`src/rtl/fp_align_addsub_seq.sv`:
```
// Sequential mantissa align/add stage: orders operands by magnitude, right-aligns the
// smaller one a few positions per cycle (keeping G/R/S), then adds or subtracts.
module fp_align_addsub_seq #(
  parameter int EXP_W      = 8,
  parameter int MAN_W      = 24,
  parameter int SHIFT_STEP = 1
) (
  input  logic             Clk,
  input  logic             Reset,
  input  logic             Load,
  input  logic             Ack,
  input  logic             S_A,
  input  logic             S_B,
  input  logic [EXP_W-1:0] E_A,
  input  logic [EXP_W-1:0] E_B,
  input  logic [MAN_W-1:0] M_A,
  input  logic [MAN_W-1:0] M_B,
  output logic             S_Result,
  output logic [EXP_W-1:0] E_Result,
  output logic [MAN_W-1:0] M_Result,
  output logic [2:0]       GRS,
  output logic             Carry,
  output logic             Busy,
  output logic             Done
);

  localparam int EXT_W = MAN_W + 3;

  typedef enum logic [1:0] {IDLE, ALIGN, ADD, DONE} state_t;

  state_t             state, state_next;
  logic [EXT_W-1:0]   big_ext, small_ext;
  logic [EXP_W-1:0]   remaining;
  logic               op, s_big;
  logic [EXP_W-1:0]   e_big;

  logic               a_big, sat;
  logic [EXP_W-1:0]   d, load_rem, step, remaining_next;
  logic [MAN_W-1:0]   m_small;
  logic [EXT_W-1:0]   load_small, lost_mask, small_shifted;
  logic [EXT_W:0]     sum;
  logic [EXT_W-1:0]   diff;

  // Operand ordering and the initial (possibly saturated) alignment count.
  always_comb begin
    a_big      = (E_A > E_B) || ((E_A == E_B) && (M_A >= M_B));
    d          = a_big ? (E_A - E_B) : (E_B - E_A);
    m_small    = a_big ? M_B : M_A;
    sat        = 32'(d) >= 32'(EXT_W);
    load_small = sat ? EXT_W'(|m_small) : {m_small, 3'b000};
    load_rem   = sat ? '0 : d;
  end

  // One alignment step; bits falling off the bottom collapse into the sticky LSB.
  always_comb begin
    step           = (32'(remaining) < 32'(SHIFT_STEP)) ? remaining : EXP_W'(SHIFT_STEP);
    lost_mask      = ~({EXT_W{1'b1}} << step);
    small_shifted  = (small_ext >> step) | EXT_W'(|(small_ext & lost_mask));
    remaining_next = remaining - step;
    sum            = {1'b0, big_ext} + {1'b0, small_ext};
    diff           = big_ext - small_ext;
  end

  // NOTE: every combinational output gets a default first so no path can infer a latch.
  always_comb begin
    state_next = state;
    case (state)
      IDLE:    if (Load) state_next = (load_rem == '0) ? ADD : ALIGN;
      ALIGN:   if (remaining_next == '0) state_next = ADD;
      ADD:     state_next = DONE;
      DONE:    if (Ack) state_next = IDLE;
      default: state_next = IDLE;
    endcase
  end

  // NOTE: state registers use non-blocking assignments so all flops update from pre-edge values.
  always_ff @(posedge Clk) begin
    if (Reset) state <= IDLE;
    else       state <= state_next;
  end

  always_ff @(posedge Clk) begin
    if (Reset) begin
      big_ext   <= '0;
      small_ext <= '0;
      remaining <= '0;
      op        <= 1'b0;
      s_big     <= 1'b0;
      e_big     <= '0;
      S_Result  <= 1'b0;
      E_Result  <= '0;
      M_Result  <= '0;
      GRS       <= '0;
      Carry     <= 1'b0;
    end else begin
      case (state)
        IDLE: if (Load) begin
          big_ext   <= {(a_big ? M_A : M_B), 3'b000};
          small_ext <= load_small;
          remaining <= load_rem;
          op        <= S_A ^ S_B;
          s_big     <= a_big ? S_A : S_B;
          e_big     <= a_big ? E_A : E_B;
        end
        ALIGN: begin
          small_ext <= small_shifted;
          remaining <= remaining_next;
        end
        ADD: begin
          E_Result <= e_big;
          if (!op) begin
            {Carry, M_Result, GRS} <= sum;
            S_Result               <= s_big;
          end else begin
            {M_Result, GRS} <= diff;
            Carry           <= 1'b0;
            // An exact cancellation always yields +0.
            S_Result        <= (diff == '0) ? 1'b0 : s_big;
          end
        end
        default: ;
      endcase
    end
  end

  assign Busy = (state != IDLE);
  assign Done = (state == DONE);

endmodule

```
`config.mk`:
```
export PLATFORM = sky130hd
export DESIGN_NAME = fp_align_addsub_seq
export DESIGN_NICKNAME = d
export VERILOG_FILES = /design/src/rtl/fp_align_addsub_seq.sv
export SDC_FILE = /design/constraint.sdc
export NUM_CORES = 1
export LEC_CHECK = 0
export CORE_MARGIN = 2
export CORE_UTILIZATION = 55
export CTS_CLUSTER_DIAMETER = 50
export DETAILED_ROUTE_END_ITERATION = 10
export PLACE_DENSITY = 0.78
export SLEW_MARGIN = 20
export SYNTH_ARGS = -nofsm -noshare
export SYNTH_HDL_FRONTEND = slang
export SYNTH_SLANG_ARGS = --single-unit
```
`constraint.sdc`:
```
create_clock -name Clk -period 4.2 [get_ports Clk]
set_input_delay 0.63 -clock Clk [delete_from_list [all_inputs] [get_ports Clk]]
set_output_delay 0.63 -clock Clk [all_outputs]
set_load 0.01 [all_outputs]
```
### Word-level counts from Yosys, hierarchy flattened

Index checks and enable logic that the tools add are counted.

| word-level totals | value |
|---|---|
| flip-flop bits (word level) | 108 |
| input port bits | 70 |
| output and inout port bits | 39 |
| logic and storage cells | 69 |

| operators by class | value |
|---|---|
| add/sub/neg operators | 5 |
| order comparisons | 4 |
| equal/unequal tests | 7 |
| shift-type cells | 2 |
| multiplexer cells | 22 |
| bitwise logic cells | 4 |
| reduce and logical (&&, ||, !) cells | 13 |

Operators with widths:

| cell | count |
|---|---|
| 2-to-1 mux 24 bit | 3 |
| 2-to-1 mux 27 bit | 2 |
| one-hot mux 27 bit (2 select lines) | 1 |
| 2-to-1 mux 8 bit | 5 |
| adder 27 x 27 -> 28 bit | 1 |
| bitwise AND 27 bit | 1 |
| zero test 27 bit | 1 |
| NOT 27 bit | 1 |
| OR 27 x 1 -> 27 bit | 1 |
| OR reduction 27 bit | 1 |
| left shift 27 x 8 -> 27 bit, first input constant | 1 |
| >> shifter 27 x 8 -> 27 bit | 1 |
| subtractor 27 bit | 1 |
| greater-or-equal comparator 24 bit | 1 |
| OR reduction 24 bit | 1 |
| subtractor 8 bit | 3 |
| zero test 8 bit | 2 |
| one-hot mux 8 bit (2 select lines) | 1 |
| == test 8 bit | 1 |
| greater-or-equal comparator 8 x 5 -> 1 bit, second input constant | 1 |
| greater-than comparator 8 bit | 1 |
| less-than comparator 8 x 1 -> 1 bit, second input constant | 1 |
| 2-to-1 mux 2 bit | 4 |
| one-hot mux 2 bit (4 select lines) | 1 |
| other kinds (12) | 20 |

### Longest topological paths before layout

Gate-level depths: netlist of run 1.

| logic depth | value |
|---|---|
| word-level depth | 10 |
| mapped depth | 15 |
| depth with buffers taken out | 14 |

### Worst setup path after synthesis of run 1

No wires, ideal clock.

| timing path | value |
|---|---|
| path type | input to register |
| start | in E_A[0] |
| end | reg state[0] |
| library setup time | 0.129 ns |
| arrival time | 3.223 ns |
| data required time | 4.071 ns |
| setup slack | 0.848 ns |
| stages | 15 |
| cell sequence | inv_1 ha_1 inv_1 fa_1 a21o_1 a211oi_1 o21ai_0 a21o_1 nand2_4 mux2_1 and4b_1 buf_6 buf_6 a41oi_1 o31ai_2 |

| between the ends | value |
|---|---|
| cells in the longest elaborated chain, start to end | 10 |
| elaborated cells between the ends (all ways) | 13 |

RTL lines:

| what | RTL line | RTL |
|---|---|---|
| from (decl) | 14 | `input logic [EXP_W-1:0] E_A,` |
| branches (longest 3 deep; another with greater-than comparator 8 bit) | -- |  |
| 2-to-1 mux 8 bit (*) | 47 | `d = a_big ? (E_A - E_B) : (E_B - E_A);` |
| greater-or-equal comparator 8 x 5 -> 1 bit | 49 | `sat = 32'(d) >= 32'(EXT_W);` |
| 2-to-1 mux 8 bit (*) | 51 | `load_rem = sat ? '0 : d;` |
| zero test 8 bit (*) | 68 | `IDLE: if (Load) state_next = (load_rem == '0) ? ADD : ALIGN;` |
| 2-to-1 mux 2 bit (*) (2 in series) | 68 |  |
| one-hot mux 2 bit (4 select lines) (*) | 67 | `case (state)` |
| to (signal assigned) | 79 | `else state <= state_next;` |
| to (decl) | 31 | `state_t state, state_next;` |

Mark *: on every way between the ends. The select of a mux whose other input is x is not followed.
A chain may end at the register's enable or synchronous reset.

### Worst setup path after layout of run 1

| timing path | value |
|---|---|
| start | reg small_ext[20] |
| end | reg S_Result |

| between the ends | value |
|---|---|
| cells in the longest elaborated chain, start to end | 4 |

RTL lines:

| what | RTL line | RTL |
|---|---|---|
| from (decl) | 32 | `logic [EXT_W-1:0] big_ext, small_ext;` |
| from (signal assigned) | 99 | `small_ext <= load_small;` |
| from (signal assigned) | 106 | `small_ext <= small_shifted;` |
| subtractor 27 bit | 61 | `diff = big_ext - small_ext;` |
| zero test 27 bit | 118 | `S_Result <= (diff == '0) ? 1'b0 : s_big;` |
| 2-to-1 mux 1 bit | 118 |  |
| 2-to-1 mux 1 bit | 111 | `if (!op) begin` |
| to (signal assigned) | 113 | `S_Result <= s_big;` |
| to (signal assigned) | 118 |  |
| to (decl) | 18 | `output logic S_Result,` |

No other way between the ends.

==> key figures, run 1 <==
Drt
  – DR iter-0 viols: 1,322
  – 1st-pass router iterations: 5
  – WL final: 30.4 mm
  – Wl on met1: 14.5 mm
  – # DRC: 0
  – Via Count: 10,300
  – Final ANT Viol Nets: 0
  – Mean routed wirelength per cell: 18.3 um
  – Metal2 WL: 13.1 mm
  – DR top layer: met4
  – Metal3 WL: 2.13 mm
  – Via density: roughly 6.2

Worst setup path
  – CP max stage cell: a2111oi_0
  – Crit path buffers/inverters: 1
  – Worst setup SP type: flip-flop
  – CP Max Fanout: 9
  – Worst Path Required: about 4400 ps
  – CP top delay family: compound AO/OA/AOI/OAI gates
  – Slowest cell delay on critical path: 590 ps
  – Worst Path Class, Setup: flip-flop to flip-flop
  – Critical path, cell by cell: inv_1, ha_1, a21oi_1, nor2_1, a2111oi_0, nand4_1, or4_1, a2111oi_2, o2111ai_1, nor4_1, nor3_1
  – Crit. End Element: flip-flop
  – Crit path DAT: approximately 4000 ps

Floorplan
  – Core area: 18,600 um2
  – Die W: 141 um
  – I/O pins: 109
  – Row count: 50
  – Die ar.: 19,900 um2
  – Initial Utilization: 55.6%
  – Die height: 141 um

Finish
  – Non-filler instance count after layout: 1,655
  – Nets: 1,581
  – Antenna Cells: 0
  – Area delta synth->final: 14.9%
  – Final instance area: 11,900 um2
  – Layout cells sized above 1: 8.23%

Timing
  – Clk_skew: 12.4 ps
  – Worst-Margin Slew: 857 ps
  – Final Hold Vio Count: 0
  – Final cycle utilization of the critical path: between 90% and 100%
  – RSZ-0062 raised after global routing: false
  – Total Neg Setup Slack: 0 ps
  – Worst relative slew slack: 42.9%
  – Setup ws final: ~320 ps
  – Fmax: 258 MHz
  – Hold slack final: 465 ps
  – Final-report max-slew violation count: 0
  – # setup viols final: 0
  – Post-route minimum period: 3880 ps

Pwr
  – Comb pwr share: 66.7%
  – Clock share of power: 11.5%
  – Switching Share: 50.0%
  – VDD IR max: 278 uV
  – Seq pwr share: a little over a fifth
  – Leak Pwr: roughly 4.7 nW
  – Internal Pwr Total: 0.00372 W
  – Switch Pwr: 0.00372 W
  – Cell area power density: 627 nW/um2

Place
  – IO Port Bufs: around 110
  – Inst Count DP: 1,639
  – Placed inst area: 11,600 um2
  – Hpwl dp: 22.9 mm
  – Pre-CTS WS: -24.9 ps
  – GPL Wtd Cong: around 0.9

Clock tree
  – Clock Latency Late Sink: 370 ps
  – Post-CTS resize count: 0
  – Clk sink count: 108
  – H-tree depth: 3
  – TritonCTS clock tree: done
  – CTS Buffer Depth: 2
  – Post-cts hold buffer count: 0
  – Post-CTS setup buffers: 0
  – Root buf cell: clkbuf_16
  – CTS buffer count: 9
  – Clk slew on worst S/H paths: ~80 ps

Yosys
  – Ys async rst share: 0%
  – Mapped cell area: 10,300 um2
  – Synth top area share: about a fifth
  – Mean Syn Cell Area: 7.63 um2
  – Yosys reg bits: around 110
  – Yosys cell types: 87
  – Register area share after synthesis: a little over a fifth
  – Mux cell area share after synthesis: approximately 5.4%
  – Synthesized-area fraction occupied by adder cells: 11.7%
  – Post-synthesis compound-gate area fraction: 30.8%
  – Fraction of synthesized cell area in xor and xnor cells: 2.12%
  – Simple-Gate Fraction of Synth Area: 21.0%
  – Synthesis Warnings: 0
  – Ys flop type: dfxtp_1
  – Post-synth EDFFs: 0
  – Post-Syn Nets: roughly 1,500
  – Mapped Cells: 1,355
  – Largest family of logic cells by synthesized area: compound AO/OA/AOI/OAI gates
  – Top cells by area, synth: dfxtp_1, ha_1, nor2_1
  – Synth area leader: dfxtp_1

Global route
  – GRT Total Usage: 30.2%
  – Congestion Overflow GR: 0
  – Wire length of the first global-routing pass: 48.9 mm
  – Initial antenna violation count: 0
  – Vias in the first global route: slightly above 9,000
  – Largest net degree at the start of global routing: 68

Run
  – Max-Cap Viols: 0

Run status
  – Status: finished clean

Min path
  – Worst Hold Class: flip-flop to flip-flop
==> cell usage after synthesis (15+ instances only) <==
cell type / number
dfxtp_1: 108
a21oi_1: 107
o211ai_1: 16
mux2i_1: 52
a41oi_2: 21
nor3_1: 44
a21o_1: 22
o21ai_0: 60
inv_1: 108
a211oi_2: 21
nand3_1: 18
nand4_1: 15
a21boi_0: 23
nor4_1: 23
nand2_1: 89
nor2_1: 171
ha_1: 92
clkbuf_1: 66
xnor2_1: 17
buf_2: 16
a211oi_1: 50
==> layout make-up <==
type,instances,area (um2)
clock buffers,11,233
clock inverters,5,43.8
fillers,1678,6710
inverters,109,409
multi-input cells,1047,7350
flip-flops and latches,108,2160
well taps,234,293
repair buffers,141,1380
==> power groups by stage <==
| stage | Clock [W] | Combinational (W) | Sequential [W] |
|---|---|---|---|
| finish | 0.000852 | 0.00496 | 0.00162 |
| global route | 0.000894 | 0.00541 | 0.00166 |
| CTS | 0.000854 | 0.00487 | 0.00162 |
| detailed placement | 0 | 0.00485 | 0.00164 |
| global placement | 0 | 0.00480 | 0.00162 |
| floorplan | 0 | 0.00348 | 0.00161 |
==> stage by stage <==
step | power [W] | utilization [%]
after floorplan | 0.00509 | -
after global placement | 0.00642 | 62.4
after detailed placement | 0.00648 | 62.4
after CTS | 0.00734 | 63.9
after global routing | 0.00797 | 63.9
final | 0.00744 | 63.9
==> metal layers <==
| metal | vias to the layer above | GRT usage (%) |
|---|---|---|
| li1 | 5031 | - |
| met1 | 4802 | 45.0 |
| met2 | 442 | 45.9 |
| met5 | - | 0 |
| met3 | 44 | 3.53 |
| met4 | 0 | 8.26 |
==> sequential cells by signal (all words and copies together) (netlist names) <==
name,count
small_ext,27
S_Result,1
Carry,1
big_ext,24
GRS,3
M_Result,24
E_Result,8
e_big,8
state,2
remaining,8
op,1
s_big,1
==> worst register-to-register path, cell delays in order (launching register included) <==
cell,delay (ps)
dfxtp_1,410
inv_1,60
ha_1,400
a21oi_1,390
nor2_1,120
a2111oi_0,590
nand4_1,160
or4_1,530
a2111oi_2,410
o2111ai_1,220
nor4_1,380
nor3_1,80
==> cell usage in the layout (no fill, tap or decap), types with 11 or more instances in the layout <==
cell type and count:
ha_1 90, mux2i_1 52, nand2b_1 14, a41oi_2 21, nor2_1 171, nand4_1 15, o211ai_1 16, or3_1 11
nor3_1 44, nor4_1 23, a211oi_2 21, buf_4 30, xnor2_1 16, o21ai_0 60, inv_1 108, nand2_1 89
clkdlybuf4s50_1 107, a211oi_1 50, nand3_1 18, dfxtp_1 108, a21o_1 21, a21oi_1 107, a21boi_0 23
==> final timing paths <==
path,slack (ps),endpoint,depth (start not counted),startpoint
setup reg to reg,320,S_Result$_SDFFE_PP0P_,11,small_ext[20]$_SDFFE_PP0P_
setup / recovery,320,S_Result$_SDFFE_PP0P_,11,small_ext[20]$_SDFFE_PP0P_
hold / removal,460,M_Result[12]$_SDFFE_PP0P_,2,M_Result[12]$_SDFFE_PP0P_
hold reg to reg,460,M_Result[12]$_SDFFE_PP0P_,2,M_Result[12]$_SDFFE_PP0P_
==> cell families (layout without fill, tap and decap cells) <==
family                   Yosys count  count (layout)
AO/OA/AOI/OAI                    421             421
XOR/XNOR                          25              25
adder cells (fa/ha/maj)           95              95
buffers and inverters            200             266
flip-flops                       108             108
multiplexers                      55              55
AND/OR/NAND/NOR                  451             451
No activity file was read; power rests on OpenSTA's default activity.
==> run 2, diff against run 1 <==
--- a/config.mk
+++ b/config.mk
@@ -10,6 +10,7 @@
 export CTS_CLUSTER_DIAMETER = 50
 export DETAILED_ROUTE_END_ITERATION = 10
 export PLACE_DENSITY = 0.78
+export SETUP_SLACK_MARGIN = 0.3
 export SLEW_MARGIN = 20
 export SYNTH_ARGS = -nofsm -noshare
 export SYNTH_HDL_FRONTEND = slang
==> constraint.sdc (replaced) <==
create_clock -name Clk -period 4.2 [get_ports Clk]
set_input_delay 0.63 -clock Clk [delete_from_list [all_inputs] [get_ports Clk]]
set_output_delay 0.63 -clock Clk [all_outputs]
set_load 0.05 [all_outputs]
==> run 2 against run 1 <==
First-iteration DRC count is 8.5% lower. Clock skew about the same. Sequential share of layout area barely moved. Global-route usage unchanged. Non-clock buffer count up 1. Wire length is 0.48% higher. Count of clock-buffer cells in the layout unchanged. Die area is the same. Largest cell class unchanged.
==> key figures, run 2 (synthesized netlist as in run 1, its figures left out) <==
Floorplan
  – I/O pins: 109 (unchanged)
  – Initial Utilization: 55.6% (unchanged)
  – Core area: 18,600 um2 (unchanged)
  – Row count: 50 (unchanged)
  – Die W: 141 um (unchanged)
  – Die ar.: 19,900 um2 (unchanged)
  – Die height: 141 um (unchanged)

Clock tree
  – Clk slew on worst S/H paths: 80 ps (about the same)
  – Root buf cell: clkbuf_16
  – CTS buffer count: 9 (unchanged)
  – Clock Latency Late Sink: 370 ps (about the same)
  – H-tree depth: 3 (unchanged)
  – Post-cts hold buffer count: 0 (unchanged)
  – TritonCTS clock tree: done
  – Clk sink count: 108 (unchanged)
  – CTS Buffer Depth: 2 (unchanged)

Drt
  – WL final: 30.5 mm (+0.48%)
  – Final ANT Viol Nets: 0 (unchanged)
  – Via Count: 10,400 (+0.33%)
  – Mean routed wirelength per cell: 18.4 um (+0.42%)
  – # DRC: 0 (unchanged)
  – Via density: 6.25 (+0.27%)
  – 1st-pass router iterations: 6 (+1)
  – DR iter-0 viols: 1,210 (-8.5%)

Timing
  – Fmax: 262 MHz (+1.5%)
  – Final-report max-slew violation count: 0 (unchanged)
  – RSZ-0062 raised after global routing: false
  – Hold slack final: 465 ps (-0.0340 ps)
  – Final Hold Vio Count: 0 (unchanged)
  – Worst-Margin Slew: 874 ps (+17.5 ps)
  – Worst relative slew slack: 41.7% (-1.2 points)
  – # setup viols final: 0 (unchanged)
  – Post-route minimum period: 3820 ps (-58.9 ps)
  – Clk_skew: 12.8 ps (+0.408 ps)
  – Final cycle utilization of the critical path: 91.0% (-1.4 points)
  – Setup ws final: 377 ps (+58.9 ps)

Finish
  – Most common cell after layout, fill and taps aside: nor2_1
  – Area delta synth->final: 15.0%
  – Final instance area: 11,900 um2 (+0.13%)
  – Antenna Cells: 0 (unchanged)
  – Largest register FFs: 27 (unchanged)
  – Layout cells sized above 1: 8.37% (+0.13 points)
  – Largest register by flop count: small_ext
  – Biggest regs: small_ext x27, M_Result x24, big_ext x24
  – Commonest cells after routing, fill and taps aside: nor2_1, dfxtp_1, inv_1
  – Nets: 1,582 (+0.063%)
  – Non-filler instance count after layout: 1,656 (+0.060%)

Place
  – Pre-CTS WS: -24.9 ps (unchanged)
  – Hpwl dp: 22.9 mm (unchanged)
  – GPL Wtd Cong: 0.920 (unchanged)
  – Inst Count DP: 1,639 (unchanged)
  – IO Port Bufs: 108 (unchanged)
  – Placed inst area: 11,600 um2 (unchanged)

Worst setup path
  – Slowest cell delay on critical path: 710 ps (+120 ps)
  – Crit. End Element: flip-flop
  – Worst setup SP type: flip-flop
  – Critical path, cell by cell: inv_1, ha_1, nor3b_1, a2111oi_0, and4_1, nand4_1, or4_1, a2111oi_2, o2111ai_1, nor4_1, nor3_1
  – Worst Path Class, Setup: flip-flop to flip-flop
  – Register-to-Register Path Depth: 11 (unchanged)
  – R2R setup slack: 380 ps (+60 ps)
  – Critical Path Source: small_ext[20]$_SDFFE_PP0P_
  – R2R Path End: S_Result$_SDFFE_PP0P_
  – Worst Path Required: 4440 ps (about the same)
  – CP Max Fanout: 9 (unchanged)
  – Crit path DAT: 4060 ps (-60 ps)
  – CP max stage cell: a2111oi_0
  – Worst R2R Start: small_ext[20]$_SDFFE_PP0P_

Min path
  – Worst hold path cell count: 2 (unchanged)
  – Hold_sp: M_Result[12]$_SDFFE_PP0P_
  – Hold endpoint: M_Result[12]$_SDFFE_PP0P_
  – Worst Hold Class: flip-flop to flip-flop

Pwr
  – VDD IR max: 279 uV (+0.42%)
  – Leak Pwr: 4.69 nW (+0.11%)
  – Cell area power density: 660 nW/um2 (+5.3%)

Run
  – Max-Cap Viols: 0 (unchanged)

Global route
  – Largest net degree at the start of global routing: 68 (unchanged)
  – Wire length of the first global-routing pass: 48.9 mm (unchanged)
  – GRT Total Usage: 30.2% (unchanged)
  – Initial antenna violation count: 0 (unchanged)
  – Congestion Overflow GR: 0 (unchanged)
  – Vias in the first global route: 9,325 (unchanged)

Run status
  – Status: finished clean
==> run 2: final cells by class <==
class	instances	area, um2
repair buffers	142	1380
flip-flops and latches	108	2160
clock buffers	11	233
multi-input cells	1047	7360
well taps	234	293
clock inverters	5	43.8
fillers	1673	6690
inverters	109	409
==> run 2: where the power goes <==
part | internal [W] | switching, W | total, W
Combinational | 0.00197 | 0.00339 | 0.00537
Sequential | 0.00133 | 0.000291 | 0.00163
Clock | 0.000413 | 0.000440 | 0.000853
Total | 0.00372 | 0.00413 | 0.00785
==> run 2: per-stage QoR <==
stage,setup TNS (ps),util (%),total power [W]
3_3_place_gp,0,62.4,0.00681
5_1_grt,0,64.0,0.00837
4_1_cts,0,63.9,0.00773
2_1_floorplan,0,-,0.00548
3_5_place_dp,-128,62.4,0.00687
6_report,0,64.0,0.00785
==> run 2: layer usage <==
| layer | track usage (%) | up-vias | part of all wire, % |
|---|---|---|---|
| met5 | 0 | - | 0 |
| met4 | 8.26 | 0 | 1.8 |
| met3 | 3.53 | 44 | 6.5 |
| met2 | 45.9 | 446 | 43 |
| met1 | 45.0 | 4823 | 49 |
| li1 | - | 5040 | - |
==> run 2: how the worst max path moves through the flow <==
stage                                      end  cells after the start
floorplan                state[0]$_SDFFE_PP0P_                     15
global placement         state[0]$_SDFFE_PP0P_                     13
detailed placement  small_ext[14]$_SDFFE_PP0P_                     13
CTS                      state[0]$_SDFFE_PP0P_                     13
global route             state[0]$_SDFFE_PP0P_                     15
finish                   S_Result$_SDFFE_PP0P_                     11
==> run 2: what timing repair did <==
action / in CTS / in global routing
endpoints found under the hold margin: 0 / 0
setup buffers: 0 / 1
gates resized for setup: 0 / 3
setup endpoints to repair: 0 / 31
==> run 2: critical path: cells and delay by family (launching register included) <==
kind | cells | cell delay (ps)
and+or+nand+nor | 6 | 1440
AOI/OAI and AO/OA | 3 | 1340
adders and majority gates | 1 | 450
DFF | 1 | 410
buffers and inverters | 1 | 60
